==> src/rtl/seg7_scan_driver.sv <==
// seg7_scan_driver: segment/anode driver behind the Gray-coded 4-digit scan FSM, with a
// frame-aligned double-buffered hex value, anti-ghost blanking and a sel/digi consistency check.
// Optional build macro: LEADING_ZERO_BLANK_EN (suppress leading zero digits 4..2).
module seg7_scan_driver #(
  parameter int unsigned BLANK_CYC      = 2,
  parameter bit          SEG_ACTIVE_LOW = 1'b1
) (
  input  logic        clk,
  input  logic        rst_ni,
  input  logic [1:0]  sel,
  input  logic [3:0]  digi,
  input  logic [15:0] data_i,
  input  logic [3:0]  dp_i,
  input  logic        load_i,
  output logic        pending_o,
  output logic [6:0]  seg_o,
  output logic        dp_o,
  output logic [3:0]  an_o,
  output logic        err_o
);

  // The change edge itself is the first blank cycle, so the counter only holds the remainder.
  localparam int unsigned      CNT_W      = (BLANK_CYC > 1) ? $clog2(BLANK_CYC) : 1;
  localparam logic [CNT_W-1:0] BLANK_LOAD = (BLANK_CYC > 0) ? CNT_W'(BLANK_CYC - 1) : '0;
  localparam logic             BLANK_EN   = (BLANK_CYC != 0);
  localparam logic [6:0]       SEG_OFF    = SEG_ACTIVE_LOW ? 7'h7F : 7'h00;
  localparam logic             DP_OFF     = SEG_ACTIVE_LOW;
  localparam logic [1:0]       SEL_LAST   = 2'b10;
  localparam logic [1:0]       SEL_FIRST  = 2'b00;

  logic [15:0]      disp_q;
  logic [3:0]       disp_dp_q;
  logic [15:0]      pend_q;
  logic [3:0]       pend_dp_q;
  logic [1:0]       prev_sel_q;
  logic [CNT_W-1:0] blank_cnt_q;

  logic [1:0]       digit_idx;
  logic [3:0]       exp_digi;
  logic             mismatch;
  logic             sel_change;
  logic             frame_start;
  logic             commit;
  logic             blank_now;
  logic [CNT_W-1:0] blank_cnt_nxt;
  logic [15:0]      disp_nxt;
  logic [3:0]       disp_dp_nxt;
  logic [3:0]       nibble;
  logic             dp_req;
  logic [6:0]       seg_lit;
  logic [3:0]       lz_mask;
  logic             lz_hide;

  function automatic logic [1:0] digit_of(input logic [1:0] s);
    case (s)
      2'b00:   digit_of = 2'd0;
      2'b01:   digit_of = 2'd1;
      2'b11:   digit_of = 2'd2;
      default: digit_of = 2'd3;
    endcase
  endfunction

  // Active-low pattern, bit order {g,f,e,d,c,b,a}.
  function automatic logic [6:0] hex_seg_n(input logic [3:0] v);
    case (v)
      4'h0:    hex_seg_n = 7'b1000000;
      4'h1:    hex_seg_n = 7'b1111001;
      4'h2:    hex_seg_n = 7'b0100100;
      4'h3:    hex_seg_n = 7'b0110000;
      4'h4:    hex_seg_n = 7'b0011001;
      4'h5:    hex_seg_n = 7'b0010010;
      4'h6:    hex_seg_n = 7'b0000010;
      4'h7:    hex_seg_n = 7'b1111000;
      4'h8:    hex_seg_n = 7'b0000000;
      4'h9:    hex_seg_n = 7'b0010000;
      4'hA:    hex_seg_n = 7'b0001000;
      4'hB:    hex_seg_n = 7'b0000011;
      4'hC:    hex_seg_n = 7'b1000110;
      4'hD:    hex_seg_n = 7'b0100001;
      4'hE:    hex_seg_n = 7'b0000110;
      default: hex_seg_n = 7'b0001110;
    endcase
  endfunction

  always_comb begin
    digit_idx   = digit_of(sel);
    exp_digi    = 4'b0001 << digit_idx;
    mismatch    = (digi != exp_digi);
    sel_change  = (sel != prev_sel_q);
    frame_start = (prev_sel_q == SEL_LAST) && (sel == SEL_FIRST);
    commit      = frame_start && pending_o;

    if (sel_change) begin
      blank_now     = BLANK_EN;
      blank_cnt_nxt = BLANK_LOAD;
    end else if (blank_cnt_q != '0) begin
      blank_now     = 1'b1;
      blank_cnt_nxt = blank_cnt_q - CNT_W'(1);
    end else begin
      blank_now     = 1'b0;
      blank_cnt_nxt = '0;
    end

    // The digit driven on the commit edge already shows the newly committed value.
    disp_nxt    = commit ? pend_q : disp_q;
    disp_dp_nxt = commit ? pend_dp_q : disp_dp_q;
    nibble      = disp_nxt[{digit_idx, 2'b00} +: 4];
    dp_req      = disp_dp_nxt[digit_idx];
    seg_lit     = SEG_ACTIVE_LOW ? hex_seg_n(nibble) : ~hex_seg_n(nibble);
  end

`ifdef LEADING_ZERO_BLANK_EN
  // A digit is a leading zero while it and every higher digit are 0 with no decimal point.
  always_comb begin
    lz_mask    = '0;
    lz_mask[3] = (disp_nxt[15:12] == 4'h0) && !disp_dp_nxt[3];
    lz_mask[2] = lz_mask[3] && (disp_nxt[11:8] == 4'h0) && !disp_dp_nxt[2];
    lz_mask[1] = lz_mask[2] && (disp_nxt[7:4] == 4'h0) && !disp_dp_nxt[1];
    lz_hide    = lz_mask[digit_idx];
  end
`else
  always_comb begin
    lz_mask = '0;
    lz_hide = lz_mask[digit_idx];
  end
`endif

  always_ff @(posedge clk or negedge rst_ni) begin
    if (!rst_ni) begin
      disp_q      <= '0;
      disp_dp_q   <= '0;
      pend_q      <= '0;
      pend_dp_q   <= '0;
      pending_o   <= 1'b0;
      prev_sel_q  <= SEL_LAST;
      blank_cnt_q <= '0;
      err_o       <= 1'b0;
      an_o        <= '0;
      seg_o       <= SEG_OFF;
      dp_o        <= DP_OFF;
    end else begin
      prev_sel_q  <= sel;
      blank_cnt_q <= blank_cnt_nxt;
      disp_q      <= disp_nxt;
      disp_dp_q   <= disp_dp_nxt;

      // A load on the commit edge refills the buffer just emptied, so pending stays set.
      if (load_i) begin
        pend_q    <= data_i;
        pend_dp_q <= dp_i;
        pending_o <= 1'b1;
      end else if (commit) begin
        pending_o <= 1'b0;
      end

      if (mismatch) begin
        err_o <= 1'b1;
      end

      if (mismatch || blank_now) begin
        an_o  <= '0;
        seg_o <= SEG_OFF;
        dp_o  <= DP_OFF;
      end else begin
        an_o  <= digi;
        seg_o <= lz_hide ? SEG_OFF : seg_lit;
        dp_o  <= (dp_req && !lz_hide) ? ~DP_OFF : DP_OFF;
      end
    end
  end

endmodule
==> config.mk <==
export PLATFORM = sky130hd
export DESIGN_NAME = seg7_scan_driver
export DESIGN_NICKNAME = d
export VERILOG_FILES = /design/src/rtl/seg7_scan_driver.sv
export SDC_FILE = /design/constraint.sdc
export NUM_CORES = 1
export LEC_CHECK = 0
export CORE_MARGIN = 2
export CORE_UTILIZATION = 55
export DETAILED_ROUTE_END_ITERATION = 16
export GPL_ROUTABILITY_DRIVEN = 1
export GPL_TIMING_DRIVEN = 0
export PLACE_DENSITY = 0.91
export REMOVE_ABC_BUFFERS = 1
export SETUP_SLACK_MARGIN = 0.05
export SYNTH_ARGS = -nofsm -noshare
export SYNTH_HDL_FRONTEND = slang
export SYNTH_SLANG_ARGS = --single-unit
export TNS_END_PERCENT = 100
==> constraint.sdc <==
create_clock -name clk -period 5.8 [get_ports clk]
set_input_delay 0.87 -clock clk [delete_from_list [all_inputs] [get_ports clk]]
set_output_delay 0.87 -clock clk [all_outputs]
set_load 0.02 [all_outputs]
==> results of run 1 <==
-- metal layers --
layer	share of wire, %	up-vias	global-route usage, %	wire length (um)
li1	-	727	-	-
met1	42	772	21.42	1795
met2	49	54	30.56	2099
met3	6.0	10	7.407	257
met4	2.5	0	7.879	108
met5	0	-	0	0
-- worst reg2reg max path, delay by kind of cell, from the launching register on --
kind	cells	cell delay, ns
mux	3	0.98
fa+ha+maj	1	0.25
buf+inv	2	0.18
flops	1	0.57
simple gates	1	0.42
compound gates	1	0.19
-- worst max-delay path by stage --
stage,from,endpoint,slack (ns),cells past startpoint
finish,sel[1],seg_o[3]$_DFF_PN1_,2.22,11
global route,sel[1],seg_o[3]$_DFF_PN1_,1.95,11
CTS,sel[0],seg_o[3]$_DFF_PN1_,2.22,11
detailed placement,sel[0],seg_o[3]$_DFF_PN1_,1.87,11
global placement,sel[0],seg_o[0]$_DFF_PN1_,1.94,10
floorplan,sel[0],seg_o[4]$_DFF_PN1_,2.78,9
-- placed cells by master, fill, tap and decap left out, types with 2 or more instances in the layout --
cell and count:
nand2_1 4, nor4b_1 2, mux2i_4 2, ha_1 12, dfrtp_1 48, dfstp_2 9, clkbuf_8 10, clkdlybuf4s50_1 41
clkbuf_1 4, o221ai_1 2, nor2_1 2, and2_1 4, inv_1 13, xor2_1 4, mux4_2 7, xnor2_1 3
mux2_2 32, mux2i_1 14
-- power by group through the flow --
| stage | registers (mW) | logic, mW | clock network [mW] |
|---|---|---|---|
| 4_1_cts | 0.478 | 0.247 | 0.314 |
| 3_3_place_gp | 0.480 | 0.234 | 0 |
| 2_1_floorplan | 0.476 | 0.178 | 0 |
| 5_1_grt | 0.484 | 0.272 | 0.330 |
| 6_report | 0.477 | 0.247 | 0.302 |
| 3_5_place_dp | 0.485 | 0.246 | 0 |
-- area by class of cell --
cell class / instances / area, um^2 / share of cell area (%)
timing repair buffer: 43 / 435.4 / 13.28
tap: 54 / 67.56 / 2.061
clock inverter: 1 / 5.005 / 0.1527
inverter: 13 / 48.80 / 1.489
clock buffer: 14 / 152.6 / 4.656
sequential: 57 / 1438 / 43.86
multi-input combinational: 104 / 1131 / 34.50
-- logic make-up (layout without fill, tap and decap cells) --
| kind of cell | count (synthesis) | in the layout | synth area share, % |
|---|---|---|---|
| compound gates | 8 | 8 | 2.544 |
| xor+xnor | 7 | 7 | 2.308 |
| flops | 57 | 57 | 54.12 |
| mux | 55 | 55 | 26.47 |
| buf+inv | 20 | 71 | 3.297 |
| fa+ha+maj | 12 | 12 | 5.652 |
| simple gates | 22 | 22 | 5.606 |
-- Yosys cell counts --
| library cell | number | area [um^2] |
|---|---|---|
| inv_1 | 13 | 48.80 |
| and2_1 | 4 | 25.02 |
| dfrtp_1 | 48 | 1201 |
| a211oi_1 | 1 | 7.510 |
| mux2i_1 | 14 | 140.1 |
| nand3_1 | 1 | 5.000 |
| ha_1 | 12 | 150.1 |
| a2bb2oi_1 | 1 | 8.760 |
| a221o_1 | 1 | 10.01 |
| xnor2_1 | 3 | 26.28 |
| mux2_2 | 32 | 360.4 |
| nor2_2 | 1 | 6.260 |
| mux2i_4 | 2 | 45.04 |
| nor3b_1 | 1 | 7.510 |
| or3_1 | 1 | 6.260 |
| a21o_1 | 1 | 7.510 |
| o221ai_1 | 2 | 17.52 |
| nor4b_1 | 2 | 17.52 |
| nor2b_1 | 1 | 6.260 |
| nand4b_4 | 1 | 23.77 |
| nand2b_1 | 1 | 6.260 |
| buf_4 | 3 | 22.52 |
| clkbuf_1 | 2 | 7.510 |
| nor2_1 | 2 | 7.510 |
| dfstp_2 | 9 | 236.5 |
| nand3b_1 | 1 | 7.510 |
| o311ai_0 | 1 | 8.760 |
| mux4_2 | 7 | 157.7 |
| buf_1 | 1 | 3.750 |
| xor2_1 | 4 | 35.03 |
| o211ai_1 | 1 | 7.510 |
| or3b_2 | 1 | 8.760 |
| nand2_1 | 4 | 15.01 |
| nor4_1 | 1 | 6.260 |
| buf_2 | 1 | 5.000 |
-- flip-flops by register name, summed over array words and instances (netlist names), 2 cells and up --
signal,count
prev_sel_q,2
an_o,4
pend_dp_q,4
disp_dp_q,4
disp_q,16
seg_o,7
pend_q,16
-- through the flow --
| step | power (mW) | utilization (%) | setup WS (ns) |
|---|---|---|---|
| 2_1_floorplan | 0.6545 | - | 2.781 |
| 3_3_place_gp | 0.7139 | 66.19 | 1.935 |
| 6_report | 1.027 | 69.87 | 2.215 |
| 4_1_cts | 1.039 | 69.87 | 2.216 |
| 3_5_place_dp | 0.7309 | 66.51 | 1.865 |
| 5_1_grt | 1.086 | 69.87 | 1.953 |
==> tab_implementation.tex, run 1 <==
\begin{tabular}{lr}
\hline
Metric & Value \\
\hline
\multicolumn{2}{l}{\textbf{Route}} \\
\quad Initial detailed-routing violation count & 60 \\
\quad Average wire per standard cell & 14.90 um \\
\quad Antenna violation net count after detailed routing & 0 \\
\quad Remaining DRCs & 0 \\
\quad Overall via count from detail\_route & 1563 \\
\quad Drt via density & 5.465 \\
\quad Total iterations of the first detailed-routing run & 4 \\
\quad Total detailed-routing wirelength & 4261 um \\
\multicolumn{2}{l}{\textbf{Timing}} \\
\quad Pin slew with the least headroom to its limit & 0.9650 ns \\
\quad Maximum clock skew at final layout & 0.003863 ns \\
\quad Final critical path time including I/O delays and setup & 3.585 ns \\
\quad Fin Setup TNS & 0 ns \\
\quad Count of pins over their slew limit & 0 \\
\quad Worst-case headroom to the max-slew limit & 35.53\% \\
\quad Hold slack & 0.4759 ns \\
\quad Post-route fraction of the period consumed by the critical path & 61.81\% \\
\quad Number of hold-slack violations in the final timing report & 0 \\
\quad Peak Freq & 0.2789 GHz \\
\quad Setup repair after global routing missed its margin & false \\
\quad Setup violation total in the final timing report & 0 \\
\multicolumn{2}{l}{\textbf{Clock tree}} \\
\quad CTS tree & done \\
\quad Number of cells upsized or downsized after cts & 0 \\
\quad Clock-pin slew on the worst setup and hold paths & 0.06 ns \\
\quad Buffer count from post-CTS setup fixing & 0 \\
\quad Number of buffers created by CTS & 9 \\
\quad Maximum clock insertion buffer count & 2 \\
\quad TritonCTS sink count & 57 \\
\quad Root buffer cell & clkbuf\_8 \\
\quad Number of H-tree levels & 3 \\
\quad Clock latency reported for the late side of the worst-skew pair & 0.33 ns \\
\quad CTS Hold Buffers Added & 0 \\
\multicolumn{2}{l}{\textbf{Synth}} \\
\quad Seq/Total Area, Yosys & 54.12\% \\
\quad Mapped Avg Cell Area & 14.68 um\^{}2 \\
\quad Flop and latch count out of synthesis & 57 \\
\quad Mapped Area & 2656 um\^{}2 \\
\quad Distinct cells, synth & 35 \\
\quad Synth Instances & 181 \\
\quad Total number of yosys warnings & 0 \\
\multicolumn{2}{l}{\textbf{Power and ir drop}} \\
\quad Total net switching power & 0.2818 mW \\
\quad Leakage Power & 1.477 nW \\
\quad Power per unit of standard cell area & 313.3 nW/um\^{}2 \\
\quad Clock network power share & 29.4\% \\
\quad Fraction of power consumed by sequential logic & 46.5\% \\
\quad Worst supply voltage drop on vdd & 0.1558 mV \\
\quad Net switching fraction of the power & 27.44\% \\
\quad Combinational power share & 24.1\% \\
\quad P\_int & 0.7453 mW \\
\multicolumn{2}{l}{\textbf{Die}} \\
\quad Core region area & 4692 um\^{}2 \\
\quad Num ports & 43 \\
\quad Chip Width & 73.50 um \\
\quad Number of rows in the core area & 25 \\
\quad Floorplan die area & 5402 um\^{}2 \\
\quad Die Y-Extent & 73.50 um \\
\quad Initial Utilization & 56.61\% \\
\multicolumn{2}{l}{\textbf{GRT}} \\
\quad GR Overflow Total & 0 \\
\quad Largest net degree at the start of global routing & 36 \\
\quad All-layer global routing usage & 18.54\% \\
\quad Global-route wire length before repair & 7348 um \\
\quad Vias in the first global route & 1664 \\
\quad Initial antenna violation count & 0 \\
\multicolumn{2}{l}{\textbf{Worst setup path}} \\
\quad Worst path slowest cell & mux4\_2 \\
\quad Buffers plus inverters on the worst setup path & 4 \\
\quad Register-to-register setup slack & 3.15 ns \\
\quad Logic depth of the worst register-to-register path & 8 \\
\quad Worst flop-to-flop path endpoint & seg\_o[3]\$\_DFF\_PN1\_ \\
\quad Kind of cell with the highest combined delay on the critical path & multiplexers \\
\quad Crit. End Element & flip-flop \\
\quad Crit Path Category & in -> reg \\
\quad Data required time at the worst endpoint & 6.05 ns \\
\quad Largest stage delay on the critical path & 0.58 ns \\
\quad Cell breakdown of the critical path & clkdlybuf4s50\_1 -> inv\_1 -> ha\_1 -> nand4b\_4 -> mux2i\_1 -> mux4\_2 -> inv\_1 -> ha\_1 -> inv\_1 -> mux2i\_1 -> a2bb2oi\_1 \\
\quad Signal arrival time at the worst endpoint & 3.84 ns \\
\quad Cell occurring most often along the worst timing path & inv\_1 \\
\quad Crit start category & input port \\
\quad Crit Path Max Fanout & 24 \\
\quad Source of the worst register-to-register timing path & prev\_sel\_q[1]\$\_DFF\_PN1\_ \\
\multicolumn{2}{l}{\textbf{Cells and area}} \\
\quad Finished Layout Cells & 286 \\
\quad NumNets Final & 269 \\
\quad Final antenna diode count & 0 \\
\quad Layout fillers & 342 \\
\quad Area growth from synthesis to layout & 23.41\% \\
\quad Post-route standard cell area excluding fillers & 3278 um\^{}2 \\
\quad Share of post-route cells with drive strength above 1 & 28.45\% \\
\multicolumn{2}{l}{\textbf{Worst hold path}} \\
\quad Worst Hold Endpoint & disp\_q[9]\$\_DFF\_PN0\_ \\
\quad Worst Hold Launch & disp\_q[9]\$\_DFF\_PN0\_ \\
\quad Hold path depth & 2 \\
\quad Type of the most critical hold path & reg -> reg \\
\multicolumn{2}{l}{\textbf{Place}} \\
\quad Instance area at placement & 3120 um\^{}2 \\
\quad Number of instances in the placed design & 271 \\
\quad Count of port buffers added during placement & 42 \\
\quad Dpl hpwl & 3067 um \\
\quad RePlAce Congestion & 0.7338 \\
\multicolumn{2}{l}{\textbf{Run}} \\
\quad Max cap viols & 0 \\
\multicolumn{2}{l}{\textbf{Status}} \\
\quad Result of the run & complete, no violations \\
\hline
\end{tabular}
(Power assumes the default switching activity.)
==> run 2, diff against run 1 <==
--- a/config.mk
+++ b/config.mk
@@ -6,11 +6,11 @@
 export NUM_CORES = 1
 export LEC_CHECK = 0
 export CORE_MARGIN = 2
-export CORE_UTILIZATION = 55
+export CORE_UTILIZATION = 53
 export DETAILED_ROUTE_END_ITERATION = 16
 export GPL_ROUTABILITY_DRIVEN = 1
 export GPL_TIMING_DRIVEN = 0
-export PLACE_DENSITY = 0.91
+export PLACE_DENSITY = 0.88
 export REMOVE_ABC_BUFFERS = 1
 export SETUP_SLACK_MARGIN = 0.05
 export SYNTH_ARGS = -nofsm -noshare
==> constraint.sdc (replaced) <==
create_clock -name clk -period 3.4 [get_ports clk]
set_input_delay 0.51 -clock clk [delete_from_list [all_inputs] [get_ports clk]]
set_output_delay 0.51 -clock clk [all_outputs]
set_load 0.02 [all_outputs]
==> run 2 against run 1 <==
  * Sequential power grew 70%
  * Largest power group unchanged
  * Hold slack lost 0.35 ns
  * Non-clock buffer count is the same
  * Clock skew grew 0.0029 ns
==> tab_implementation.tex, run 2 (synthesis results as in run 1) <==
\begin{tabular}{lr}
\hline
Metric & Value \\
\hline
\multicolumn{2}{l}{\textbf{Die}} \\
\quad Num ports & 43 (unchanged) \\
\quad Core region area & 4786 um\^{}2 (was 4692 um\^{}2) \\
\quad Number of rows in the core area & 25 (unchanged) \\
\quad Floorplan die area & 5594 um\^{}2 (was 5402 um\^{}2) \\
\quad Chip Width & 74.80 um (was 73.50 um) \\
\quad Die Y-Extent & 74.80 um (was 73.50 um) \\
\quad Initial Utilization & 55.50\% (was 56.61\%) \\
\multicolumn{2}{l}{\textbf{Power and ir drop}} \\
\quad Net switching fraction of the power & 26.31\% (was 27.44\%) \\
\quad Clock network power share & 33.3\% (was 29.4\%) \\
\quad Power per unit of standard cell area & 552.4 nW/um\^{}2 (was 313.3 nW/um\^{}2) \\
\quad Combinational power share & 22.7\% (was 24.1\%) \\
\quad Leakage Power & 1.504 nW (was 1.477 nW) \\
\quad P\_int & 1.363 mW (was 0.7453 mW) \\
\quad Fraction of power consumed by sequential logic & 44.0\% (was 46.5\%) \\
\quad Worst supply voltage drop on vdd & 0.3450 mV (was 0.1558 mV) \\
\quad Total net switching power & 0.4864 mW (was 0.2818 mW) \\
\multicolumn{2}{l}{\textbf{Run}} \\
\quad Max cap viols & 0 (unchanged) \\
\multicolumn{2}{l}{\textbf{Timing}} \\
\quad Final critical path time including I/O delays and setup & 3.180 ns \\
\quad Pin slew with the least headroom to its limit & 0.9642 ns (was 0.9650 ns) \\
\quad Number of hold-slack violations in the final timing report & 0 (unchanged) \\
\quad Worst setup slack after layout & 0.2205 ns (was 2.215 ns) \\
\quad Worst-case headroom to the max-slew limit & 35.58\% (was 35.53\%) \\
\quad Post-route fraction of the period consumed by the critical path & 93.51\% \\
\quad Count of pins over their slew limit & 0 (unchanged) \\
\quad Setup violation total in the final timing report & 0 (unchanged) \\
\quad Setup repair after global routing missed its margin & false (unchanged) \\
\quad Peak Freq & 0.3145 GHz \\
\quad Maximum clock skew at final layout & 0.006794 ns (was 0.003863 ns) \\
\multicolumn{2}{l}{\textbf{Place}} \\
\quad Count of port buffers added during placement & 42 (unchanged) \\
\quad Dpl hpwl & 2927 um (was 3067 um) \\
\quad Instance area at placement & 3137 um\^{}2 (was 3120 um\^{}2) \\
\quad Post-Place Setup Slack & -0.2245 ns (was 1.865 ns) \\
\quad RePlAce Congestion & 0.7462 (was 0.7338) \\
\multicolumn{2}{l}{\textbf{Worst setup path}} \\
\quad Crit Path Max Fanout & 12 (was 24) \\
\quad Signal arrival time at the worst endpoint & 3.43 ns (was 3.84 ns) \\
\quad Logic depth of the worst register-to-register path & 8 (unchanged) \\
\quad Crit start category & input port (unchanged) \\
\quad Crit Path Category & in -> reg (unchanged) \\
\quad Data required time at the worst endpoint & 3.65 ns (was 6.05 ns) \\
\quad Crit. End Element & flip-flop (unchanged) \\
\multicolumn{2}{l}{\textbf{Route}} \\
\quad Antenna violation net count after detailed routing & 0 (unchanged) \\
\quad Overall via count from detail\_route & 1546 (was 1563) \\
\quad Initial detailed-routing violation count & 45 (was 60) \\
\quad Drt via density & 5.153 (was 5.465) \\
\quad Total iterations of the first detailed-routing run & 4 (unchanged) \\
\quad Average wire per standard cell & 14.07 um (was 14.90 um) \\
\quad Remaining DRCs & 0 (unchanged) \\
\quad Total detailed-routing wirelength & 4222 um (was 4261 um) \\
\multicolumn{2}{l}{\textbf{Cells and area}} \\
\quad Post-Route Utilization & 69.93\% (was 69.87\%) \\
\quad Final antenna diode count & 0 (unchanged) \\
\quad Area growth from synthesis to layout & 26.00\% (was 23.41\%) \\
\quad Top library cells by usage in the layout, fill and taps aside & dfrtp\_1, clkdlybuf4s50\_1, mux2\_2 (unchanged) \\
\quad NumNets Final & 270 (was 269) \\
\quad Registers with the highest flip-flop counts & disp\_q: 16 flops, pend\_q: 16 flops, seg\_o: 7 flops (unchanged) \\
\quad Commonest non-fill, non-tap cell in the layout & dfrtp\_1 (unchanged) \\
\quad Post-route standard cell area excluding fillers & 3347 um\^{}2 (was 3278 um\^{}2) \\
\quad Share of post-route cells with drive strength above 1 & 30.04\% (was 28.45\%) \\
\multicolumn{2}{l}{\textbf{Clock tree}} \\
\quad TritonCTS sink count & 57 (unchanged) \\
\quad Clock latency reported for the late side of the worst-skew pair & 0.33 ns (about the same) \\
\quad Clock-pin slew on the worst setup and hold paths & 0.06 ns (about the same) \\
\quad Root buffer cell & clkbuf\_8 (unchanged) \\
\quad CTS tree & done (unchanged) \\
\quad Maximum clock insertion buffer count & 2 (unchanged) \\
\quad Number of H-tree levels & 3 (unchanged) \\
\quad Number of buffers created by CTS & 9 (unchanged) \\
\quad CTS Hold Buffers Added & 0 (unchanged) \\
\multicolumn{2}{l}{\textbf{GRT}} \\
\quad Largest net degree at the start of global routing & 38 (was 36) \\
\quad All-layer global routing usage & 17.44\% (was 18.54\%) \\
\quad GR Overflow Total & 0 (unchanged) \\
\quad Global-route wire length before repair & 6927 um (was 7348 um) \\
\quad Initial antenna violation count & 0 (unchanged) \\
\quad Vias in the first global route & 1500 (was 1664) \\
\multicolumn{2}{l}{\textbf{Status}} \\
\quad Result of the run & complete, no violations (unchanged) \\
\multicolumn{2}{l}{\textbf{Worst hold path}} \\
\quad Type of the most critical hold path & in -> async (was reg -> reg) \\
\hline
\end{tabular}
==> run 2: changes by cell type in the layout (fill, tap and decap cells not counted) <==
cell       change
clkbuf_8       +1
bufinv_16      +1
clkinv_2       +1
clkbuf_1       -3
nand4b_2       +1
==> run 2: final cells by class <==
| class | instances | area (um^2) |
|---|---|---|
| multi-input combinational | 105 | 1146 |
| tap | 67 | 83.83 |
| clock buffer | 12 | 155.1 |
| clock inverter | 3 | 40.04 |
| fill | 353 | 1439 |
| timing repair buffer | 43 | 435.4 |
| inverter | 13 | 48.80 |
| sequential | 57 | 1438 |
==> run 2: final timing paths <==
check / start / to / slack (ns)
max: sel[0] / seg_o[3]$_DFF_PN1_ / 0.22
min in group clk: err_o$_DFFE_PN0P_ / err_o$_DFFE_PN0P_ / 0.48
min: rst_ni / pend_q[6]$_DFFE_PN0P_ / 0.13
max reg2reg: prev_sel_q[1]$_DFF_PN1_ / seg_o[3]$_DFF_PN1_ / 0.80
min reg2reg: err_o$_DFFE_PN0P_ / err_o$_DFFE_PN0P_ / 0.48
max in group asynchronous: rst_ni / dp_o$_DFF_PN1_ / 2.67
==> run 2: routing by layer <==
metal	track usage, %	part of all wire [%]	up-vias
li1	-	-	737
met1	20.25	44	762
met2	28.71	50	45
met3	7.631	5.9	2
met4	6.746	0.50	0
met5	0	0	-
==> run 2: power by group through the flow <==
stage | Clock (mW) | Combinational [mW] | Sequential [mW]
floorplan | 0 | 0.304 | 0.812
global placement | 0 | 0.399 | 0.819
detailed placement | 0 | 0.420 | 0.824
CTS | 0.628 | 0.421 | 0.813
global route | 0.665 | 0.464 | 0.823
finish | 0.615 | 0.420 | 0.813
==> run 2: timing repair <==
action,4_1_cts,5_1_grt
setup endpoints to repair,0,4
gates resized for setup,0,0
buffers inserted,0,0
==> run 2: critical path, stage by stage <==
cell and delay (ns):
clkdlybuf4s50_1 0.53, inv_1 0.17, ha_1 0.29, nand4b_4 0.33, mux2i_1 0.22, mux4_2 0.58, inv_1 0.11, ha_1 0.24
inv_1 0.07, mux2i_1 0.15, a2bb2oi_1 0.22
==> run 2: metrics by stage <==
step / hold slack (ns) / cells / total power [mW] / TNS, ns
4_1_cts: 0.1230 / 299 / 1.862 / 0
6_report: 0.1252 / 300 / 1.849 / 0
3_3_place_gp: 0.4507 / 283 / 1.219 / -0.5370
3_5_place_dp: 0.4648 / 284 / 1.244 / -0.9874
2_1_floorplan: 0.2144 / 174 / 1.116 / 0
5_1_grt: 0.1408 / 300 / 1.952 / 0
==> patch, RTL diff (settings of run 1) <==
Reset style: synchronous (`rst_ni`), changed in one clocked block.
--- a/src/rtl/seg7_scan_driver.sv
+++ b/src/rtl/seg7_scan_driver.sv
@@ -125,7 +125,7 @@
   end
 `endif
 
-  always_ff @(posedge clk or negedge rst_ni) begin
+  always_ff @(posedge clk) begin
     if (!rst_ni) begin
       disp_q      <= '0;
       disp_dp_q   <= '0;
Function: differs if rst_ni is asserted again (counterexample within 4 cycles, from zero or initial values and one cycle with rst_ni low); with rst_ni held inactive, the same outputs for 10 cycles.
==> patch against run 1 <==
  * Final area down 6.0%
  * Synthesized cell count up 34%
  * Synthesized area down 6.3%
  * Cell count up 18%
  * Core utilization up 0.94 points
  * Setup slack worse by 0.39 ns
  * Count of clock-buffer cells in the layout down 1
  * Largest cell class is now multi-input gates
  * Via count up 16%
  * Global-route usage up 0.97 points
  * Sequential cell count unchanged
  * Wire length up 7.6%
  * Critical endpoint is now seg_o[3]$_SDFF_PP1_
  * Die area down 6.0%
Power is not compared: it rests on default switching activity, and its combinational part moved more than twofold at a synthesized area within 25%.
==> patch: results (changes against run 1) <==
Finish
The share of final-layout standard cells stronger than drive strength 1 was 0.0839 (was 0.284). The final net count is 322 (was 269). Largest registers: disp_q x16, pend_q x16, seg_o x7 (unchanged).

Run status
Result of the run: finished, final reports clean (unchanged).

Global routing
The initial antenna violation count is 0 (unchanged). The via count of the first global-routing pass is 1,725 (was 1,664). The maximum number of pins on one net before global-route repair is 46 (was 36).

The first-pass GRT wire length came to 7600 µm (was 7350 µm). The all-layer global routing usage is 0.195 (was 0.185).

Timing
The final clock skew was 0.00453 ns (was 0.00386 ns). The relative max-transition margin is 0.159 (was 0.355).

Placement
The final weighted congestion in routability-driven placement was 0.771 (was 0.734). The total cell area at the placement stage was 2910 µm² (was 3120 µm²).

Drt
The ratio of routed vias to standard cells is 5.37 (was 5.47). The number of DRC violations after detailed-routing iteration 0 was 89 (was 60). The per-cell routed wire length was 13.6 µm (was 14.9 µm).

Min path
The launch point of the worst hold path is err_o$_SDFFE_PN0P_ (was disp_q[9]$_DFF_PN0_). The endpoint with the worst hold slack was err_o$_SDFFE_PN0P_ (was disp_q[9]$_DFF_PN0_). The path class of the lowest-slack min-delay path is flip-flop to flip-flop (unchanged).

Logic synthesis
The synthesized-area fraction occupied by xor and xnor cells came to 0.0211 (was 0.0231). The share of the synthesized area in compound gates (AO/OA/AOI/OAI) is 0.0447 (was 0.0254). The most used flip-flop cell after synthesis is dfxtp_1 (was dfrtp_1). The synthesized-area fraction occupied by adder cells is 0.0603 (was 0.0565).

The post-synthesis async set-or-reset flop share is 0 (was 1.00). The sequential-to-total area share from yosys stat came to 0.459 (was 0.541).

Critical path
The cell depth of the worst flop-to-flop path is 10 (was 8). The arrival time of the worst setup path came to 4.14 ns (was 3.84 ns). The largest fanout on the critical path is 23 (was 24). The setup slack on the worst flop-to-flop path is 2.93 ns (was 3.15 ns).

The worst reg2reg path startpoint is prev_sel_q[1]$_SDFF_PN1_ (was prev_sel_q[1]$_DFF_PN1_). The startpoint of the most critical setup path is sel[0] (was sel[1]).

Clock network
The clock latency at the later pin of the worst-skew pair was 0.33 ns (about the same). The root cell of the clock tree is clkbuf_8 (unchanged). The post-CTS clock slew at the launch and capture registers of the worst setup and hold paths is 0.06 ns (about the same).
-- patch: per-stage QoR --
stage | total power [µW] | hold WS, ns | utilization | setup WS (ns) | instances
CTS | 846 | 0.480 | 0.708 | 1.86 | 338
global route | 872 | 0.502 | 0.708 | 1.54 | 338
detailed placement | 524 | 0.464 | 0.668 | 1.57 | 322
finish | 841 | 0.478 | 0.708 | 1.83 | 338
floorplan | 481 | 0.455 | - | 2.56 | 228
global placement | 519 | 0.450 | 0.667 | 1.46 | 322
-- patch: metal layers --
metal	up-vias	track usage	wire [µm]
met4	0	0.115	123
met1	846	0.222	1980
met5	-	0	0
met2	49	0.320	2240
met3	12	0.0633	236
li1	908	-	-
-- patch: kinds of logic after synthesis --
family,Yosys count
AO/OA/AOI/OAI,16
flip-flops,57
multiplexers,53
buffers and inverters,21
XOR/XNOR,6
AND/OR/NAND/NOR,77
adder cells (fa/ha/maj),12
-- patch: worst max-delay path: stages --
cell             delay, ns
clkdlybuf4s50_1       0.53
inv_1                 0.21
ha_1                  0.25
nand4b_4              0.46
mux2i_1               0.37
nand3_1               0.11
nand4_1               0.26
inv_1                 0.16
ha_1                  0.27
inv_1                 0.11
o311ai_0              0.14
a221oi_1              0.32
a31oi_1               0.07
-- patch: area by class of cell --
cell class / instances / area [µm²]
Multi-Input combinational cell: 164 / 1260
Fill cell: 321 / 1270
Timing Repair Buffer: 42 / 420
Tap cell: 52 / 65.1
Clock buffer: 13 / 159
Clock inverter: 3 / 15.0
Sequential cell: 57 / 1140
Inverter: 7 / 26.3
-- patch: power breakdown --
part / switching (µW) / internal [µW] / total, µW
clock network: 149 / 176 / 325
logic: 52.4 / 51.7 / 104
registers: 7.98 / 404 / 412
